==> config.mk <==
export PLATFORM = sky130hd
export DESIGN_NAME = frame_sched
export DESIGN_NICKNAME = d
export VERILOG_FILES = /design/src/rtl/frame_sched.sv
export SDC_FILE = /design/constraint.sdc
export NUM_CORES = 1
export LEC_CHECK = 0
export CAP_MARGIN = 20
export CORE_ASPECT_RATIO = 0.7
export CORE_MARGIN = 4
export CORE_UTILIZATION = 30
export CTS_CLUSTER_SIZE = 16
export DETAILED_ROUTE_END_ITERATION = 10
export PLACE_DENSITY = 0.59
export SYNTH_ARGS = -nofsm -noshare
export SYNTH_HDL_FRONTEND = slang
export SYNTH_SLANG_ARGS = --single-unit
==> constraint.sdc <==
create_clock -name clk -period 2.9 [get_ports clk]
set_clock_uncertainty 0.2 [all_clocks]
set_input_delay 0.725 -clock clk [delete_from_list [all_inputs] [get_ports clk]]
set_output_delay 0.725 -clock clk [all_outputs]
set_load 0.02 [all_outputs]
==> src/rtl/frame_sched.sv <==
`default_nettype none
// ============================================================================
// Module   : frame_sched
// Purpose  : Builds fixed-length output frames for an SPI transmitter. Each
//            frame is either a trace frame (words passed through from the
//            packet marshaller) or a status frame (marker, sync flag, overflow
//            snapshot, sequence number, zero padding). A status frame is
//            forced after STATUS_INTERVAL trace frames and is also sent as
//            filler whenever the transmitter is idle and no trace data waits.
// Ports    : clk        - sole clock, rising edge
//            rst        - asynchronous active-low reset
//            traceAvail - trace word available
//            traceWd    - current trace word
//            traceNext  - pulse: trace word consumed
//            sync       - decoder in-sync level, reported in status word 1
//            ovf        - marshaller overflow pulse
//            frameReset - host resync request (level, synchronous)
//            txFree     - transmitter accepts a word this cycle
//            txValid    - txWord is valid
//            txWord     - word offered to the transmitter
//            inStatus   - high while a status frame is in progress
// Revision : 1.0 - initial release
// ============================================================================
module frame_sched #(
  parameter int FRAME_LEN       = 16,
  parameter int STATUS_INTERVAL = 64
) (
  input  logic        clk,
  input  logic        rst,
  input  logic        traceAvail,
  input  logic [15:0] traceWd,
  output logic        traceNext,
  input  logic        sync,
  input  logic        ovf,
  input  logic        frameReset,
  input  logic        txFree,
  output logic        txValid,
  output logic [15:0] txWord,
  output logic        inStatus
);

  localparam int c_CNT_W = $clog2(FRAME_LEN);

  localparam logic [1:0] c_IDLE   = 2'd0;
  localparam logic [1:0] c_TRACE  = 2'd1;
  localparam logic [1:0] c_STATUS = 2'd2;

  localparam logic [c_CNT_W-1:0] c_LAST     = c_CNT_W'(FRAME_LEN - 1);
  localparam logic [c_CNT_W-1:0] c_IDX_MARK = c_CNT_W'(0);
  localparam logic [c_CNT_W-1:0] c_IDX_SYNC = c_CNT_W'(1);
  localparam logic [c_CNT_W-1:0] c_IDX_OVF  = c_CNT_W'(2);
  localparam logic [c_CNT_W-1:0] c_IDX_SEQ  = c_CNT_W'(3);
  localparam logic [7:0]         c_INTERVAL = 8'(STATUS_INTERVAL);
  localparam logic [15:0]        c_MARKER   = 16'hA55A;

  logic [1:0]         r_state;
  logic [1:0]         w_nextState;
  logic [c_CNT_W-1:0] r_wordCnt;
  logic [7:0]         r_sinceStatus;
  logic [15:0]        r_ovfCount;
  logic [15:0]        r_ovfSnap;
  logic [15:0]        r_seqNum;

  logic w_transfer;
  logic w_frameDone;
  logic w_startStatus;

  // txValid is already forced low under frameReset, so a word offered in a
  // resync cycle never counts as transferred.
  assign w_transfer    = txValid & txFree;
  assign w_frameDone   = w_transfer & (r_wordCnt == c_LAST);
  assign w_startStatus = (r_state == c_IDLE) & (w_nextState == c_STATUS);

  // State register
  always_ff @(posedge clk or negedge rst) begin
    if (!rst) begin
      r_state <= c_IDLE;
    end else begin
      r_state <= w_nextState;
    end
  end

  // Next-state logic
  always_comb begin
    w_nextState = r_state;
    if (frameReset) begin
      w_nextState = c_IDLE;
    end else begin
      case (r_state)
        c_IDLE: begin
          if (r_sinceStatus >= c_INTERVAL) begin
            w_nextState = c_STATUS;
          end else if (traceAvail) begin
            w_nextState = c_TRACE;
          end else if (txFree) begin
            w_nextState = c_STATUS;   // filler keeps the link busy
          end
        end
        c_TRACE, c_STATUS: begin
          if (w_frameDone) begin
            w_nextState = c_IDLE;
          end
        end
        default: w_nextState = c_IDLE;
      endcase
    end
  end

  // Output logic
  always_comb begin
    txValid   = 1'b0;
    traceNext = 1'b0;
    txWord    = 16'h0000;
    inStatus  = 1'b0;
    case (r_state)
      c_TRACE: begin
        // A trace frame stalls rather than aborting when data runs dry.
        txValid   = traceAvail & ~frameReset;
        traceNext = traceAvail & ~frameReset & txFree;
        txWord    = traceWd;
      end
      c_STATUS: begin
        inStatus = 1'b1;
        txValid  = ~frameReset;
        case (r_wordCnt)
          c_IDX_MARK: txWord = c_MARKER;
          c_IDX_SYNC: txWord = {sync, 15'b0};
          c_IDX_OVF:  txWord = r_ovfSnap;
          c_IDX_SEQ:  txWord = r_seqNum;
          default:    txWord = 16'h0000;
        endcase
      end
      default: ;
    endcase
  end

  // Frame bookkeeping
  always_ff @(posedge clk or negedge rst) begin
    if (!rst) begin
      r_wordCnt     <= '0;
      r_sinceStatus <= c_INTERVAL;
      r_ovfCount    <= 16'h0000;
      r_ovfSnap     <= 16'h0000;
      r_seqNum      <= 16'h0000;
    end else if (frameReset) begin
      // Resync: drop the frame and make the first one after release a status
      // frame. Overflow accounting and sequence number survive.
      r_wordCnt     <= '0;
      r_sinceStatus <= c_INTERVAL;
      if (ovf && (r_ovfCount != 16'hFFFF)) begin
        r_ovfCount <= r_ovfCount + 16'd1;
      end
    end else begin
      if (r_state == c_IDLE) begin
        r_wordCnt <= '0;
      end else if (w_transfer) begin
        r_wordCnt <= r_wordCnt + 1'b1;   // wraps to 0 on the last word
      end

      if (w_startStatus) begin
        r_sinceStatus <= 8'd0;
      end else if ((r_state == c_TRACE) && w_frameDone && (r_sinceStatus != 8'hFF)) begin
        r_sinceStatus <= r_sinceStatus + 8'd1;
      end

      // A pulse coinciding with the snapshot belongs to the next interval.
      if (w_startStatus) begin
        r_ovfSnap  <= r_ovfCount;
        r_ovfCount <= {15'b0, ovf};
      end else if (ovf && (r_ovfCount != 16'hFFFF)) begin
        r_ovfCount <= r_ovfCount + 16'd1;
      end

      if ((r_state == c_STATUS) && w_frameDone) begin
        r_seqNum <= r_seqNum + 16'd1;
      end
    end
  end

endmodule
`default_nettype wire

* Word-level counts from Yosys, hierarchy flattened
Index checks and enable logic that the tools add are counted.
W data, S select, Z words.
** Word-level totals
- RAM bits :: 0
- Flip-flop bits (word level) :: 62
- Memory bits (read-only) :: 0
- Memories kept :: 0
- Latch bits :: 0
** Operators by class
- Muxes and demuxes :: 20
- Bitwise operators :: 6
- Div/mod/pow operators :: 0
- $mul :: 0
- Add/sub/neg operators :: 4
- Eq/ne operators :: 9
- Order comparisons :: 1
- Reduce and logical (&&, ||, !) cells :: 11
- Shifts and indexed selects :: 0
** Operators by type and width (number)
- $pmux W16 S4 :: 1
- $mux W16 :: 3
- $add A16 B1 Y16 const B :: 2
- $pmux W16 S2 :: 1
- $mux W8 :: 3
- $ne A16 B16 Y1 const B :: 1
- $mux W4 :: 3
- $mux W2 :: 5
- $add A8 B1 Y8 const B :: 1
- $eq A4 B2 Y1 const B :: 2
- $ge A8 B7 Y1 const B :: 1
- $ne A8 B8 Y1 const B :: 1
- $reduce_bool A3 Y1 :: 2
- $and A1 B1 Y1 :: 5
- $add A4 B1 Y4 const B :: 1
- $eq A2 B2 Y1 const B :: 2
- $eq A4 B1 Y1 const B :: 1
- $eq A4 B4 Y1 const B :: 1
- $logic_and A1 B1 Y1 :: 4
- $logic_not A4 Y1 :: 1
- $pmux W2 S2 :: 1
- $reduce_and A2 Y1 :: 2
- $eq A2 B1 Y1 const B :: 1
- $logic_not A2 Y1 :: 1
- 4 further kinds :: 5

* Depth between registers and ports, before layout
Gate-level depths: netlist (run 1).
- Depth after elaboration :: 12
- Depth in mapped cells :: 9

* Worst setup path before layout (run 1)
No wires, ideal clock.
- Path kind :: reg2out
- Start point :: register r_wordCnt[0]
- End point :: output txWord[4]
- Setup slack :: 0.123 ns
- Stages on the path, launching flop included :: 7
- Path buffers :: 1
- Arrival :: 1.852 ns
- Path through :: dfrtp_1 ha_1 or4_1 nand3_1 clkbuf_2 o21ai_0 and2_1
** Between the ends
- Cells in the longest elaborated chain, start to end :: 3
- Elaborated cells between the ends (all ways) :: 6
- Those cells by class :: eq/ne: 3; mux: 2; reduce/logical: 1
** RTL lines
- from (decl) :: line 58 : logic [c_CNT_W-1:0] r_wordCnt;
- from (signal assigned) :: line 157 : r_wordCnt <= r_wordCnt + 1'b1;
- $eq A4 B2 Y1, or another cell as far along :: line 125 : case (r_wordCnt)
- $pmux W16 S4 * :: line 125
- $pmux W16 S2 * :: line 115 : case (r_state)
- to (decl) :: line 38 : output logic [15:0] txWord,
Mark *: on every way between the ends. The rest lies on a longest branch, timed or not.

* Worst setup path after layout (run 1)
- Start point :: register r_wordCnt[1]
- End point :: output txWord[11]
Same word-level chain as after synthesis.

==> results.toml, run 1 <==
[status]
status = "finished, violations left"
failed_checks = "negative setup slack"

[placed_design]
gp_congestion = 0.815
place.port_buffers = 41
dp_hpwl_mm = 6.63
pre_cts_slack_ps = -361

[clocking]
clk_path_buf_depth = 2
clk_latency_ps = 330
clockRootBuffer = "clkbuf_16"
cts_hold_buf = 0
numCtsBuffers = 9
clkSlewWorstSetupHoldPaths_ps = 60
cts_tree = "built"
h-tree-depth = 3
cts_sinks = 62

[finish]
drive_above_1_share_pct = 22.6
diodes = 0
num-nets-final = 503
area_growth_pct = 36.0
fillCellCount = 1126

[pwr]
ir_drop_uv = 369
powerDensity_nw_per_um2 = 554
finalPower_mw = 2.79
leakagePower_nw = 2.28

[detailed_routing]
first_pass_iters = 4
vias = 3142
viasPerCell = 4.99
drt-wirelength-per-cell_um = 15.0
drt_iter0_drc = 173
wirelength_mm = 9.46
drc_errors = 0
ant_nets = 0

[timing]
slew_headroom_pct = 60.4
slew_viol_final = 0
fin_ws_ps = -220
period_minus_slack_ps = 3120
tns_ps = -3060
period_share_pct = 108
hold_viol_final = 0
max_freq_mhz = 321
rsz0062_at_grt = "yes"
setup_viol = 16
tightest_slew_ps = 590

[synthesis]
synthesis.nets = 438
synth-seq-cells = 62
synth_cell_types = 52
synth_top_cells_by_count = "nand2_1 (80), dfrtp_1 (61), nor2_1 (30), and2_1 (20), o21ai_0 (19)"
syn_area_um2 = 3700
syn_inst = 403
synth_largest_area_cell = "dfrtp_1"
async_flop_share_pct = 100
synth.most_common_cell = "nand2_1"
ys_warn_count = 0
synth_edf_count = 0
syn_area_per_cell_um2 = 9.18
synth_top_cell_area_share_pct = 41.3
yosysSeqAreaShare_pct = 42.0
synth.area.top_cells = "dfrtp_1 (41%), nand2_1 (8.1%), ha_1 (4.1%)"
synthFlopType = "dfrtp_1"

[floorplanning]
num_rows = 33
start_util_pct = 31.1
io_pins = 42
core_area_um2 = 11900
die-width_um = 141
die_area_um2 = 14200
chipHeight_um = 101

[setup_path]
cp-start-kind = "flop"
worst-setup-path-type = "reg2out"
worstPathArrival_ps = 2190
endpoint_kind = "primary output"
cp_max_fo = 8
worstPathRequired_ps = 1980
crit_start = "r_wordCnt[1]"
crit-reg2reg-launch = "r_state[0]"

[global_route]
grt_overflow_total = 0
grt_pass1_wl_mm = 15.2
grt_pass1_vias = 3016
antenna_found_initial = 0
grtUsageTotal_pct = 13.4
grt_start_max_net_pins = 44

[min_path]
hp-class = "in2async"

[run]
maxCapViolCount = 0
==> worst max-delay path, cell delays in order (launching register included) <==
cell	delay (ps)
dfrtp_2	450
inv_2	90
ha_4	160
or4_4	500
nand3_4	130
buf_12	140
o21ai_0	80
and2_1	150
buf_2	150
==> flip-flops by register name, indices dropped and copies added, names as in the netlist <==
| name | flops |
|---|---|
| r_ovfCount | 16 |
| r_wordCnt | 4 |
| r_seqNum | 16 |
| r_ovfSnap | 16 |
| r_sinceStatus | 8 |
| r_state | 2 |
==> worst paths after layout <==
check / slack, ps / endpoint / cells after the start
worst max-delay path: -220 / txWord[11] / 8
worst min-delay path: 160 / r_wordCnt[1] / 1
worst max register to register: 440 / r_ovfCount[0] / 10
worst min register to register: 280 / r_ovfSnap[10] / 2
max in group asynchronous: 1740 / r_seqNum[7] / 2
min in group clk: 280 / r_ovfSnap[10] / 2
==> stage by stage <==
stage | cells | hold slack [ps] | instance area [um2] | util [%]
detailed placement | 612 | 269 | 4490 | 37.8
CTS | 628 | 181 | 4800 | 40.3
floorplan | 403 | 229 | 3700 | -
finish | 630 | 161 | 5030 | 42.3
global placement | 612 | 269 | 4490 | 37.8
global route | 630 | 200 | 5030 | 42.3
==> cells by family (layout without fill, tap and decap cells) <==
group / count (synthesis) / after routing / synth area share [%]
multiplexers: 6 / 6 / 1.66
AO/OA/AOI/OAI: 61 / 61 / 11.3
XOR/XNOR: 33 / 33 / 8.02
adder cells (fa/ha/maj): 12 / 12 / 4.06
buffers and inverters: 29 / 99 / 3.69
flip-flops: 62 / 62 / 42.0
AND/OR/NAND/NOR: 200 / 200 / 29.3
==> where the power goes <==
group / switching (mW) / internal, mW / total [mW]
combinational: 0.266 / 0.224 / 0.490
sequential: 0.0462 / 0.915 / 0.962
clock: 0.407 / 0.930 / 1.34
total: 0.719 / 2.07 / 2.79
==> layout make-up <==
cell class	instances	area (um2)	area share, %
multi-input combinational	312	2130	42.4
sequential	62	1560	30.9
timing repair buffer	74	744	14.8
clock buffer	9	225	4.48
tap	157	196	3.90
clock inverter	7	145	2.88
inverter	9	33.8	0.671
==> timing repair <==
item | CTS | global route
cloned | 0 | 1
setup endpoints to repair | 18 | 16
gates resized for setup | 72 | 69
pin swaps | 0 | 9
setup buffers | 0 | 1
==> cells in the final DEF (no fill, tap or decap), types with 5 or more instances in the layout <==
cell type         n
a22oi_1           9
o21ai_2           5
nor2_1           30
dfrtp_1          59
ha_1              8
and2_1           13
and2_4            5
o21ai_1           9
buf_6            15
a221oi_1          6
nand2_1          80
buf_12            5
clkbuf_16        10
nor3_1           12
nand4_1          15
clkdlybuf4s50_1  22
a21oi_1           9
nand3_1           7
and3_1            7
xor2_1           16
o21ai_0           5
inv_1             7
mux2i_1           5
xnor2_1          16
buf_4            27
==> metal layers <==
metal	up-vias	share of wire, %	GRT usage [%]	wire [um]
li1	1546	-	-	-
met1	1523	50	18.9	4710
met2	63	44	19.9	4200
met3	10	4.7	4.17	441
met4	0	1.2	3.50	113
met5	-	0	0	0
(Power assumes the default switching activity.)
==> run 2: changes to the inputs <==
- CORE_UTILIZATION: 30 -> 40
- CTS_BUF_LIST: default -> sky130_fd_sc_hd__clkbuf_8
- PLACE_DENSITY: 0.59 -> 0.71
==> results.toml, run 2 (synthesis results as in run 1) <==
[status]
status = "finished, violations left"
failed_checks = "negative setup slack"

[global_route]
grt_overflow_total = 0
met2_usage_pct = 29.4
grtUsageMet1_pct = 25.0
grt_pass1_wl_mm = 15.7
busiest_layer = "met2"
grtUsageTotal_pct = 18.4
grt_start_max_net_pins = 41
grt_pass1_vias = 3156
antenna_found_initial = 0
grtUsageMet3_pct = 4.60

[detailed_routing]
drt-wirelength-per-cell_um = 15.9
ant_nets = 0
viasPerCell = 5.37
drt_iter0_drc = 221
first_pass_iters = 5
drc_errors = 0
wirelength_mm = 9.49
vias = 3205

[clocking]
numCtsBuffers = 9
cts_tree = "built"
clkSlewWorstSetupHoldPaths_ps = 70
cts_sinks = 62
clk_path_buf_depth = 2
h-tree-depth = 3
clockRootBuffer = "clkbuf_8"
clk_latency_ps = 350

[pwr]
ir_drop_uv = 265
clkPwrFrac_pct = 30.3
switching_share_pct = 30.5
powerDensity_nw_per_um2 = 439
leakagePower_nw = 2.22
p_comb_share_pct = 24.0
power_switching_uw = 643
pwr-share-seq_pct = 45.7
finalPower_mw = 2.11
internal_power_mw = 1.47

[timing]
max_freq_mhz = 319
fin_ws_ps = -234
setup_viol = 16
tns_ps = -3280
slew_headroom_pct = 61.3
slew_viol_final = 0
period_share_pct = 108
worst_hold_slack_ps = 163
hold_viol_final = 0
period_minus_slack_ps = 3130
rsz0062_at_grt = "yes"
tightest_slew_ps = 576

[placed_design]
dp_hpwl_mm = 6.49
gp_congestion = 0.864
place.port_buffers = 41
postPlaceCellArea_um2 = 4440
pre_cts_slack_ps = -399
dp.cells = 577

[floorplanning]
die_area_um2 = 10900
chipHeight_um = 88.5
num_rows = 29
io_pins = 42
start_util_pct = 40.9
core_area_um2 = 9030
die-width_um = 123

[setup_path]
crit-reg2reg-launch = "r_state[0]"
endpoint_kind = "primary output"
cp_max_fo = 7
critPathSlowestCell = "or4_4"
cp-start-kind = "flop"
worst-setup-path-type = "reg2out"
max_stage_delay_ps = 520
worstPathArrival_ps = 2210
crit_start = "r_wordCnt[0]"
path_delay_family = "simple AND/OR/NAND/NOR gates"
path_cells = "inv_4 > ha_4 > or4_4 > nand3_4 > buf_12 > o21ai_1 > and2_1 > buf_6"
worstPathRequired_ps = 1980
crit_buf_inv = 3

[finish]
final_cell_mix = "nand2_1 (80), dfrtp_1 (59), nor2_1 (30)"
area_growth_pct = 30.0
num-nets-final = 505
fillCellCount = 814
top_regs = "r_ovfCount: 16 flops, r_ovfSnap: 16 flops, r_seqNum: 16 flops"
drive_above_1_share_pct = 22.6
final_util_pct = 53.2
instances_no_fill = 597
final_common_cell = "nand2_1"
stdcell_area_um2 = 4810
diodes = 0

[min_path]
hp-class = "in2async"

[run]
maxCapViolCount = 0
-- run 2: area by class of cell --
type	instances	area, um2	area share (%)
Multi-Input combinational cell	312	2140	44.4
Inverter	9	36.3	0.754
Clock inverter	4	17.5	0.364
Tap cell	124	155	3.23
Timing Repair Buffer	76	772	16.1
Clock buffer	10	138	2.86
Sequential cell	62	1560	32.3
-- run 2: final timing paths --
path                       slack (ps)               end  cells after the start
setup reg to reg                  360     r_ovfCount[0]                     10
hold reg to reg                   290      r_ovfSnap[6]                      2
hold / removal                    160  r_sinceStatus[5]                      1
setup / recovery                 -230         txWord[0]                      8
max in group asynchronous        1710       r_seqNum[6]                      2
min in group clk                  290      r_ovfSnap[6]                      2
-- run 2: what timing repair did --
item	in CTS	in global routing
setup buffers	4	1
cloned	1	0
pin swaps	16	7
endpoints found under the hold margin	0	0
gates resized for setup	132	16
endpoints found under the setup margin	18	17
hold buffers	0	0
-- run 2: worst register-to-register path, delay by kind of cell (launching register included) --
| family | cells | cell delay (ps) |
|---|---|---|
| buffers and inverters | 4 | 700 |
| AO/OA/AOI/OAI | 5 | 950 |
| flip-flops | 1 | 390 |
| adder cells (fa/ha/maj) | 1 | 230 |
-- run 2: layer usage --
metal | part of all wire [%] | wire [um]
met5 | 0 | 0
met4 | 1.1 | 106
met3 | 4.5 | 429
met2 | 47 | 4480
met1 | 47 | 4470
-- run 2: power by group through the flow --
| stage | Sequential, mW | Clock [mW] | Combinational [mW] |
|---|---|---|---|
| final | 0.965 | 0.640 | 0.506 |
| after global routing | 0.972 | 0.697 | 0.559 |
| after CTS | 0.963 | 0.664 | 0.492 |
| after detailed placement | 0.977 | 0 | 0.448 |
| after global placement | 0.973 | 0 | 0.436 |
| after floorplan | 0.964 | 0 | 0.246 |
==> run 3: changes to the inputs <==
- SKIP_LAST_GASP: default -> 1
==> results.toml, run 3 (synthesis results as in run 1) <==
[timing]
period_share_pct = 109
rsz0062_at_grt = "yes"
tightest_slew_ps = 580
setup_viol = 16
fin_ws_ps = -247
hold_viol_final = 0
worst_hold_slack_ps = 165
slew_viol_final = 0
period_minus_slack_ps = 3150
slew_headroom_pct = 61.3
tns_ps = -3430
max_freq_mhz = 318

[clocking]
clk_path_buf_depth = 2
cts_sinks = 62
clockRootBuffer = "clkbuf_8"
clk_latency_ps = 350
numCtsBuffers = 9
cts_tree = "built"
h-tree-depth = 3
clkSlewWorstSetupHoldPaths_ps = 70

[placed_design]
dp.cells = 577
place.port_buffers = 41
dp_hpwl_mm = 6.49
gp_congestion = 0.864
postPlaceCellArea_um2 = 4440

[finish]
instances_no_fill = 597
drive_above_1_share_pct = 23.9
final_cell_mix = "nand2_1 (80), dfrtp_1 (59), nor2_1 (30)"
stdcell_area_um2 = 4850
num-nets-final = 505
diodes = 0
final_common_cell = "nand2_1"
top_regs = "r_ovfCount: 16 flops, r_ovfSnap: 16 flops, r_seqNum: 16 flops"
area_growth_pct = 31.1

[pwr]
internal_power_mw = 1.47
switching_share_pct = 30.6
leakagePower_nw = 2.23
p_comb_share_pct = 24.2
power_switching_uw = 647
powerDensity_nw_per_um2 = 436
clkPwrFrac_pct = 30.2
pwr-share-seq_pct = 45.6
ir_drop_uv = 263

[setup_path]
cp_max_fo = 7
worstPathRequired_ps = 1980
endpoint_kind = "primary output"
worst-setup-path-type = "reg2out"
reg2reg_depth = 10
cp-start-kind = "flop"
worstPathArrival_ps = 2220

[global_route]
met2_usage_pct = 29.4
grtUsageMet3_pct = 4.60
busiest_layer = "met2"
grt_pass1_wl_mm = 15.7
grtUsageMet1_pct = 25.0
grt_overflow_total = 0
grt_pass1_vias = 3155
grtUsageTotal_pct = 18.4
grt_start_max_net_pins = 41
antenna_found_initial = 0

[floorplanning]
start_util_pct = 40.9
die-width_um = 123
chipHeight_um = 88.5
num_rows = 29
io_pins = 42
die_area_um2 = 10900
core_area_um2 = 9030

[detailed_routing]
vias = 3212
drt_iter0_drc = 255
drt-wirelength-per-cell_um = 16.1
viasPerCell = 5.38
drc_errors = 0
first_pass_iters = 5
wirelength_mm = 9.62
ant_nets = 0

[status]
failed_checks = "negative setup slack"
status = "finished, violations left"

[min_path]
hp-class = "in2async"

[run]
maxCapViolCount = 0
-- run 3: per-stage QoR --
| stage | setup WS [ps] | power (mW) | util (%) |
|---|---|---|---|
| after detailed placement | -399 | 1.43 | 49.1 |
| final | -247 | 2.12 | 53.7 |
| after global placement | -373 | 1.41 | 49.1 |
| after CTS | -228 | 2.12 | 52.5 |
| after global routing | -300 | 2.23 | 53.7 |
| after floorplan | 123 | 1.21 | - |
-- run 3: worst paths after layout --
| kind | from | to | slack (ps) |
|---|---|---|---|
| hold / removal | rst | r_sinceStatus[5] | 170 |
| setup reg to reg | r_state[0] | r_ovfCount[0] | 340 |
| min in group clk | r_ovfSnap[11] | r_ovfSnap[11] | 290 |
| setup / recovery | r_wordCnt[0] | txWord[0] | -250 |
| max in group asynchronous | rst | r_seqNum[6] | 1710 |
| hold reg to reg | r_ovfSnap[11] | r_ovfSnap[11] | 290 |
-- run 3: power by group through the flow --
stage	logic, mW	registers, mW	clock network [mW]
after detailed placement	0.448	0.977	0
after global placement	0.436	0.973	0
after floorplan	0.246	0.964	0
after global routing	0.561	0.972	0.699
after CTS	0.490	0.963	0.664
final	0.511	0.965	0.640
-- run 3: repair_timing --
action,in CTS,in global routing
hold buffers,0,0
gates resized for setup,126,28
cloned,1,0
endpoints found under the setup margin,18,17
setup buffers,4,1
pin swaps,15,9
endpoints found under the hold margin,0,0
-- run 3: area by class of cell --
cell class | instances | area, um2
Multi-Input combinational cell | 312 | 2180
Sequential cell | 62 | 1560
Fill cell | 800 | 4190
Tap cell | 124 | 155
Clock inverter | 4 | 17.5
Clock buffer | 10 | 138
Timing Repair Buffer | 76 | 772
Inverter | 9 | 36.3
-- run 3: critical path: stages (launching register included) --
cell	delay, ps
dfrtp_2	460
inv_4	70
ha_4	170
or4_4	520
nand3_4	140
buf_12	140
o21ai_0	70
and2_1	170
buf_6	130
-- run 3: metal layers --
| layer | vias to the layer above | share of wire, % |
|---|---|---|
| met5 | - | 0 |
| met4 | 0 | 1.1 |
| met1 | 1573 | 47 |
| met3 | 14 | 4.5 |
| met2 | 92 | 47 |
| li1 | 1533 | - |
